File: config.mk
export PLATFORM = sky130hd
export DESIGN_NAME = la_xnorbist
export DESIGN_NICKNAME = d
export VERILOG_FILES = /design/src/rtl/la_xnorbist_pkg.sv /design/src/rtl/la_xnorbist_lfsr.sv /design/src/rtl/la_xnorbist.sv
export SDC_FILE = /design/constraint.sdc
export NUM_CORES = 1
export LEC_CHECK = 0
export ABC_AREA = 1
export CAP_MARGIN = 15
export CORE_MARGIN = 2
export CORE_UTILIZATION = 65
export DETAILED_ROUTE_END_ITERATION = 16
export DONT_BUFFER_PORTS = 1
export PLACE_DENSITY_LB_ADDON = 0.15
export SETUP_SLACK_MARGIN = 0.1
export SYNTH_ARGS = -nofsm -noshare
export SYNTH_HDL_FRONTEND = slang
export SYNTH_SLANG_ARGS = --single-unit
File: constraint.sdc
create_clock -name clk -period 8.2 [get_ports clk]
set_input_delay 1.64 -clock clk [delete_from_list [all_inputs] [get_ports clk]]
set_output_delay 1.64 -clock clk [all_outputs]
set_load 0.02 [all_outputs]
File: src/rtl/la_xnorbist_pkg.sv
// Shared types and constants for the la_xnorbist XNOR-bank self-test sequencer.
package la_xnorbist_pkg;

  typedef enum logic [1:0] {IDLE, RUN, DRAIN, DONE} state_e;

  localparam int LFSR_W = 32;
  localparam int TAP_A  = 32;
  localparam int TAP_B  = 22;
  localparam int TAP_C  = 2;
  localparam int TAP_D  = 1;
  localparam logic [LFSR_W-1:0] LFSR_SEED = '0;

  // Bit p of each constant is the value driven on every cell for corner pattern p.
  localparam logic [3:0] CORNER_A = 4'b1100;
  localparam logic [3:0] CORNER_B = 4'b1010;

  localparam int ERR_W = 16;
  localparam logic [ERR_W-1:0] ERR_MAX = '1;

  function automatic logic [LFSR_W-1:0] lfsr_next(input logic [LFSR_W-1:0] s);
    return {s[LFSR_W-2:0], ~(s[TAP_A-1] ^ s[TAP_B-1] ^ s[TAP_C-1] ^ s[TAP_D-1])};
  endfunction

endpackage

File: src/rtl/la_xnorbist_lfsr.sv
// 32-bit Fibonacci XNOR LFSR; load reseeds and wins over step.
module la_xnorbist_lfsr
  import la_xnorbist_pkg::*;
(
  input  logic              clk,
  input  logic              reset,
  input  logic              load,
  input  logic              step,
  output logic [LFSR_W-1:0] lfsr
);

  logic [LFSR_W-1:0] lfsr_q, lfsr_d;

  always_comb begin
    lfsr_d = lfsr_q;
    if (load)      lfsr_d = LFSR_SEED;
    else if (step) lfsr_d = lfsr_next(lfsr_q);
  end

  always_ff @(posedge clk or posedge reset) begin
    if (reset) lfsr_q <= LFSR_SEED;
    else       lfsr_q <= lfsr_d;
  end

  assign lfsr = lfsr_q;

endmodule

File: src/rtl/la_xnorbist.sv
// BIST sequencer for a bank of N XNOR cells: 4 corner patterns, then NPAT LFSR patterns.
// Optional first-failure capture (fail_idx/fail_vec) under LA_XNORBIST_FAILCAP_EN.
module la_xnorbist
  import la_xnorbist_pkg::*;
#(
  parameter int    N    = 8,
  parameter int    NPAT = 256,
  parameter string PROP = "DEFAULT"
) (
  input  logic             clk,
  input  logic             reset,
  input  logic             start,
  output logic [N-1:0]     dut_a,
  output logic [N-1:0]     dut_b,
  input  logic [N-1:0]     dut_z,
  output logic             busy,
  output logic             done,
  output logic             pass,
  output logic [ERR_W-1:0] errcnt
`ifdef LA_XNORBIST_FAILCAP_EN
  ,
  output logic [15:0]      fail_idx,
  output logic [N-1:0]     fail_vec
`endif
);

  localparam logic [16:0] P_LAST = 17'(NPAT + 3);

  state_e             state_q, state_d;
  logic [16:0]        p_q, p_d;
  logic [N-1:0]       a_q, a_d, b_q, b_d, exp_q, exp_d;
  logic               vld_q, vld_d;
  logic               busy_q, busy_d, done_q, done_d;
  logic [ERR_W-1:0]   errcnt_q, errcnt_d;
  logic               mism;
  logic               lfsr_load, lfsr_step;
  logic [LFSR_W-1:0]  lfsr_q;
`ifdef LA_XNORBIST_FAILCAP_EN
  logic [16:0]        idx_q, idx_d;
  logic [15:0]        fail_idx_q, fail_idx_d;
  logic [N-1:0]       fail_vec_q, fail_vec_d;
`endif

  la_xnorbist_lfsr u_lfsr (
    .clk   (clk),
    .reset (reset),
    .load  (lfsr_load),
    .step  (lfsr_step),
    .lfsr  (lfsr_q)
  );

  // A pattern is checked one edge after it is driven, giving the bank a full cycle to settle.
  assign mism = vld_q && (|(dut_z ^ exp_q));

  always_comb begin
    state_d   = state_q;
    p_d       = p_q;
    a_d       = '0;
    b_d       = '0;
    vld_d     = 1'b0;
    lfsr_load = 1'b0;
    lfsr_step = 1'b0;
    busy_d    = (state_q == RUN) || (state_q == DRAIN);
    done_d    = (state_q == DONE);
    errcnt_d  = errcnt_q;
    if (mism && (errcnt_q != ERR_MAX)) errcnt_d = errcnt_q + 1'b1;
`ifdef LA_XNORBIST_FAILCAP_EN
    idx_d      = idx_q;
    fail_idx_d = fail_idx_q;
    fail_vec_d = fail_vec_q;
    if (mism && (errcnt_q == '0)) begin
      fail_idx_d = idx_q[15:0];
      fail_vec_d = dut_z ^ exp_q;
    end
`endif

    case (state_q)
      IDLE, DONE: begin
        if (start) begin
          state_d   = RUN;
          p_d       = '0;
          lfsr_load = 1'b1;
        end
      end
      RUN: begin
        // Results are cleared here rather than on the entry edge so a restart keeps
        // errcnt/pass consistent with done during the one cycle done is visible.
        if (p_q == '0) begin
          errcnt_d = '0;
`ifdef LA_XNORBIST_FAILCAP_EN
          fail_idx_d = '0;
          fail_vec_d = '0;
`endif
        end
        if (p_q < 17'd4) begin
          a_d = {N{CORNER_A[p_q[1:0]]}};
          b_d = {N{CORNER_B[p_q[1:0]]}};
        end else begin
          a_d       = lfsr_q[N-1:0];
          b_d       = lfsr_q[LFSR_W-1 -: N];
          lfsr_step = 1'b1;
        end
        vld_d = 1'b1;
`ifdef LA_XNORBIST_FAILCAP_EN
        idx_d = p_q;
`endif
        p_d = p_q + 17'd1;
        if (p_q == P_LAST) state_d = DRAIN;
      end
      DRAIN:   state_d = DONE;
      default: state_d = IDLE;
    endcase
    exp_d = ~(a_d ^ b_d);
  end

  always_ff @(posedge clk or posedge reset) begin
    if (reset) begin
      state_q  <= IDLE;
      p_q      <= '0;
      a_q      <= '0;
      b_q      <= '0;
      exp_q    <= '0;
      vld_q    <= 1'b0;
      busy_q   <= 1'b0;
      done_q   <= 1'b0;
      errcnt_q <= '0;
`ifdef LA_XNORBIST_FAILCAP_EN
      idx_q      <= '0;
      fail_idx_q <= '0;
      fail_vec_q <= '0;
`endif
    end else begin
      state_q  <= state_d;
      p_q      <= p_d;
      a_q      <= a_d;
      b_q      <= b_d;
      exp_q    <= exp_d;
      vld_q    <= vld_d;
      busy_q   <= busy_d;
      done_q   <= done_d;
      errcnt_q <= errcnt_d;
`ifdef LA_XNORBIST_FAILCAP_EN
      idx_q      <= idx_d;
      fail_idx_q <= fail_idx_d;
      fail_vec_q <= fail_vec_d;
`endif
    end
  end

  assign dut_a  = a_q;
  assign dut_b  = b_q;
  assign busy   = busy_q;
  assign done   = done_q;
  assign errcnt = errcnt_q;
  assign pass   = done_q & (errcnt_q == '0);
`ifdef LA_XNORBIST_FAILCAP_EN
  assign fail_idx = fail_idx_q;
  assign fail_vec = fail_vec_q;
`endif

endmodule

# == Yosys cells after proc, flatten, opt, wreduce, memory -nomap -nowiden ==
# Index checks and enable logic that the tools add are counted.
# word_totals
regBits,94
inputBits,11
# classes
add_sub_neg,2
order_cmp,2
n_eq_ne,7
mux,23
bitwise,8
n_reduce_logical,12
# ops
cell,count
$mux 32,2
$mux 16,3
$pmux 17 s2,1
$mux 8,4
$add 17x1->17 const B,1
$eq 17x9->1 const B,1
$logic_not 17->1,1
$lt 17x3->1 const B,1
$mux 17,1
$add 16x1->16 const B,1
$logic_not 16->1,1
$ne 16x16->1 const B,1
$xor 8x8->8,2
$not 8->8,1
$reduce_or 8->1,1
$mux 1,7
$pmux 2 s3,1
$bmux 1 s2,2
$eq 2x2->1 const B,2
$mux 2,2
$reduce_and 2->1,2
$reduce_bool 2->1,2
$lt 2x3->1 const B,1
$xor 1x1->1,3
9 further kinds,10

# == Logic depth before layout (Yosys ltp) ==
# logic_depth
depth_word,7
ltp_mapped,13
depth_no_buf,12

# == By module ==
# From an unflattened synthesis, not the netlist that was laid out.
# unflattened
hier_cells,602
hier_area_um2,4986.0
# modules_own_cells
mod,instances,cells_each,area_each_um2
la_xnorbist,1,485,3523.4
la_xnorbist_lfsr,1,117,1462.7

# == Worst setup path before layout ==
# No wires, ideal clock.
# synth_path
path_type,register to output
start,"reg errcnt_q[10], in the netlist errcnt[10]"
end,out pass
t_arrival_ps,1324
slack_ps,5236
path_stages_with_launch,4
path_cell_list,dfrtp_1 -> nor4_1 -> nand4_1 -> nor3_1
# synth_between
elab_chain_len,2
# synth_lines
item,line,rtl
from (decl),la_xnorbist.sv:34,"logic [ERR_W-1:0] errcnt_q, errcnt_d;"
from (signal assigned),la_xnorbist.sv:141,errcnt_q <= errcnt_d;
$logic_not 16->1,la_xnorbist.sv:155,assign pass = done_q & (errcnt_q == '0);
$and 1x1->1,la_xnorbist.sv:155,
to (decl),la_xnorbist.sv:18,"output logic pass,"
# Every way passes these cells.

# == Worst setup path in the final report ==
# layout_path
start,"reg errcnt_q[9], in the netlist errcnt[9]"
end,out pass
# Same word-level chain as after synthesis.

==> impl_metrics.ini <==
[clocking]
cts-hold-fix-buffers = 0
cts_root_buf = clkbuf_8
clk_latency_ns = 0.37
clk_pin_slew_worst_paths_ns = 0.10
clockBufferDepth = 2
numCtsBuffers = 9
cts_resized = 0
htreeDepth = 3
cts.sinks = 94
cts_tree = yes
cts_setup_buffers = 0

[floorplanning]
row_count = 31
start_util = 0.673
die_w_um = 90.9
core_sq_mm = 0.00729
die_y_um = 90.9
ios = 46
die_area_sq_mm = 0.00826

[global_routing]
grt_pass1_wl_um = 16800
grt_pass1_vias = 3672
grtUsageTotal = 0.251
antenna_found_initial = 0
grt.overflow.total = 0
grt_max_degree = 57

[drt]
drtIter0Drc = 246
first_pass_iters = 5
wl_met1_um = 4350
drc = 0
ant_nets = 0
wl_per_cell_um = 13.2
top_layer = met4
wl_met2_um = 4610
num_vias = 3932
route.met3.wl_um = 526
via_per_inst = 5.36
postRouteWirelength_um = 9670

[worst_setup_path]
cp_num_buf_inv = 0
cp_max_fo = 7
crit_required_ns = 6.56
crit_type = reg2out
crit_path_top_delay_cell = dfrtp_1
critical_path.startpoint = errcnt[9]$_DFF_PP0_
worst_setup_path_end_kind = output pin
max_stage_delay_ns = 0.53
path_cells = nor4_1, nand4_1, nor3_1
cp-start-kind = flop
r2r_start = state_q[1]$_DFFE_PP0P_
critical-path-top-delay-family = simple AND/OR/NAND/NOR gates
critPathArrivalTime_ns = 1.94

[sta]
hold_viol_final = 0
maxSlewHeadroom = 0.401
drv_slew = 0
fin_crit_sh = 0.437
fin_skew_ns = 0.0127
fin_hold_ws_ns = 0.523
fin_ws_ns = 4.62
setup_viol = 0
finalCriticalPeriod_ns = 3.58
clock.fmax_mhz = 279
worst_pin_slew_ns = 0.895
tns_ns = 0
rsz0062_at_grt = false

[placement]
port_buffers = 0
post-place-ws_ns = 5.03
hpwlAfterDp_um = 6840
routabilityCongestion = 0.876

[yosys]
synth_area_per_cell_sq_um = 7.68
synth_flop_cell = dfrtp_1
ys_types = 30
synth_edf_count = 0
syn_inst = 639
ys_warn_count = 0
synth_async_sr_flop_share = 1.00
synth_fp_nets = 657
ys_ff_latch = 94
syn_area_sq_mm = 0.00490
synth_seq_area_share = 0.480

[status]
status = complete, no violations

[flow_run]
maxCapViolations = 0

[min_path]
hold_path.class = reg2reg
hp-start = p_q[5]$_DFFE_PP0P_

[power]
intPower_uw = 788
seqPwrFrac = 0.473
power.density_mw_per_mm2 = 277
ir_drop_mv = 0.115
leakage_nw = 2.58
clkPwrFrac = 0.217
p_sw_frac = 0.440
p_sw_uw = 619
combPwrFrac = 0.310

[final_layout]
seqCellArea_sq_mm = 0.00235
multiInputGateArea_sq_mm = 0.00202
layout.nets = 647
drive_gt1_frac = 0.0678
fillCellCount = 622
antenna_cells = 0
area_growth_pct = 3.67
fin_util = 0.697
## power by group through the flow
stage                     Combinational, mW  Clock [mW]  Sequential (mW)
after floorplan                       0.390           0            0.644
after global placement                0.417           0            0.670
final                                 0.436       0.306            0.665
after detailed placement              0.436           0            0.675
after global routing                  0.501       0.331            0.675
after CTS                             0.438       0.310            0.665
## flip-flops by register name, indices dropped and copies added (netlist names)
name	count
p_q	17
u_lfsr.lfsr	32
vld_q	1
busy	1
dut_a	8
done	1
exp_q	8
dut_b	8
errcnt	16
state_q	2
## worst reg2reg max path: cells and delay by family (launching register included)
kind | cells | cell delay (ns)
AND/OR/NAND/NOR | 4 | 1.01
buffers and inverters | 2 | 0.55
adder cells (fa/ha/maj) | 1 | 0.66
flip-flops | 1 | 0.41
## worst paths after layout
kind | to | slack, ns | depth (start not counted)
setup / recovery | pass | 4.62 | 3
hold / removal | p_q[5]$_DFFE_PP0P_ | 0.52 | 1
setup reg to reg | exp_q[1]$_DFF_PP0_ | 5.47 | 7
hold reg to reg | p_q[5]$_DFFE_PP0P_ | 0.52 | 1
max in group asynchronous | p_q[2]$_DFFE_PP0P_ | 5.87 | 2
min in group asynchronous | errcnt[6]$_DFF_PP0_ | 1.21 | 1
## metal layers
layer / vias up / track usage
met4: 0 / 0.101
li1: 1988 / -
met2: 110 / 0.397
met1: 1818 / 0.347
met3: 16 / 0.0459
met5: - / 0
## synthesized netlist by cell type, types with 2 or more instances
library cell | instances | area [sq um]
xnor2_1 | 5 | 43.8
nand2_1 | 163 | 612
dfrtp_1 | 94 | 2350
nor2_2 | 2 | 12.5
ha_1 | 7 | 87.6
buf_2 | 4 | 20.0
nor2_1 | 72 | 270
o21ai_1 | 5 | 25.0
o21ai_0 | 36 | 180
nor3_1 | 13 | 65.1
buf_6 | 8 | 90.1
nor4_1 | 2 | 12.5
inv_1 | 95 | 357
nand3_1 | 48 | 240
clkbuf_1 | 8 | 30.0
nor2_4 | 3 | 33.8
xor2_1 | 4 | 35.0
a31oi_1 | 2 | 12.5
nand2_2 | 6 | 37.5
o21ai_2 | 3 | 26.3
nand4_1 | 26 | 163
a21oi_1 | 20 | 100
nand3_2 | 2 | 20.0
inv_2 | 5 | 18.8
## placed cells by master (no fill, tap or decap), drive strengths merged
master | netlist | final
nor3 | 13 | 13
nand3 | 51 | 51
nor4 | 2 | 2
a21oi | 20 | 20
a31oi | 2 | 2
clkinv | 1 | 4
dfrtp | 94 | 94
nand2 | 169 | 169
or2 | 1 | 1
o21ai | 45 | 45
nand4 | 26 | 26
xor2 | 4 | 4
clkbuf | 8 | 9
xnor2 | 5 | 5
buf | 14 | 1
clkinvlp | 0 | 1
inv | 100 | 103
ha | 7 | 7
nor2 | 77 | 77
## stage by stage
step,power (mW),cell area [sq um],instances
after floorplan,1.03,4900,639
after global placement,1.09,4890,717
after detailed placement,1.11,4890,717
after CTS,1.41,5080,733
after global routing,1.51,5080,733
final,1.41,5080,733
## cells by family (layout without fill, tap and decap cells)
logic type,Yosys count,count (layout),share of synthesized area
compound gates,67,67,0.0735
xor+xnor,9,9,0.0161
fa+ha+maj,7,7,0.0179
buf+inv,123,118,0.109
flops,94,94,0.480
simple gates,339,339,0.304
## cell type report
type,count,area share
clock buffers,9,0.0244
inverters,101,0.0758
multi-input cells,422,0.397
clock inverters,7,0.0148
well taps,99,0.0244
repair buffers,1,0.00148
flip-flops and latches,94,0.463
(Power assumes the default switching activity.)
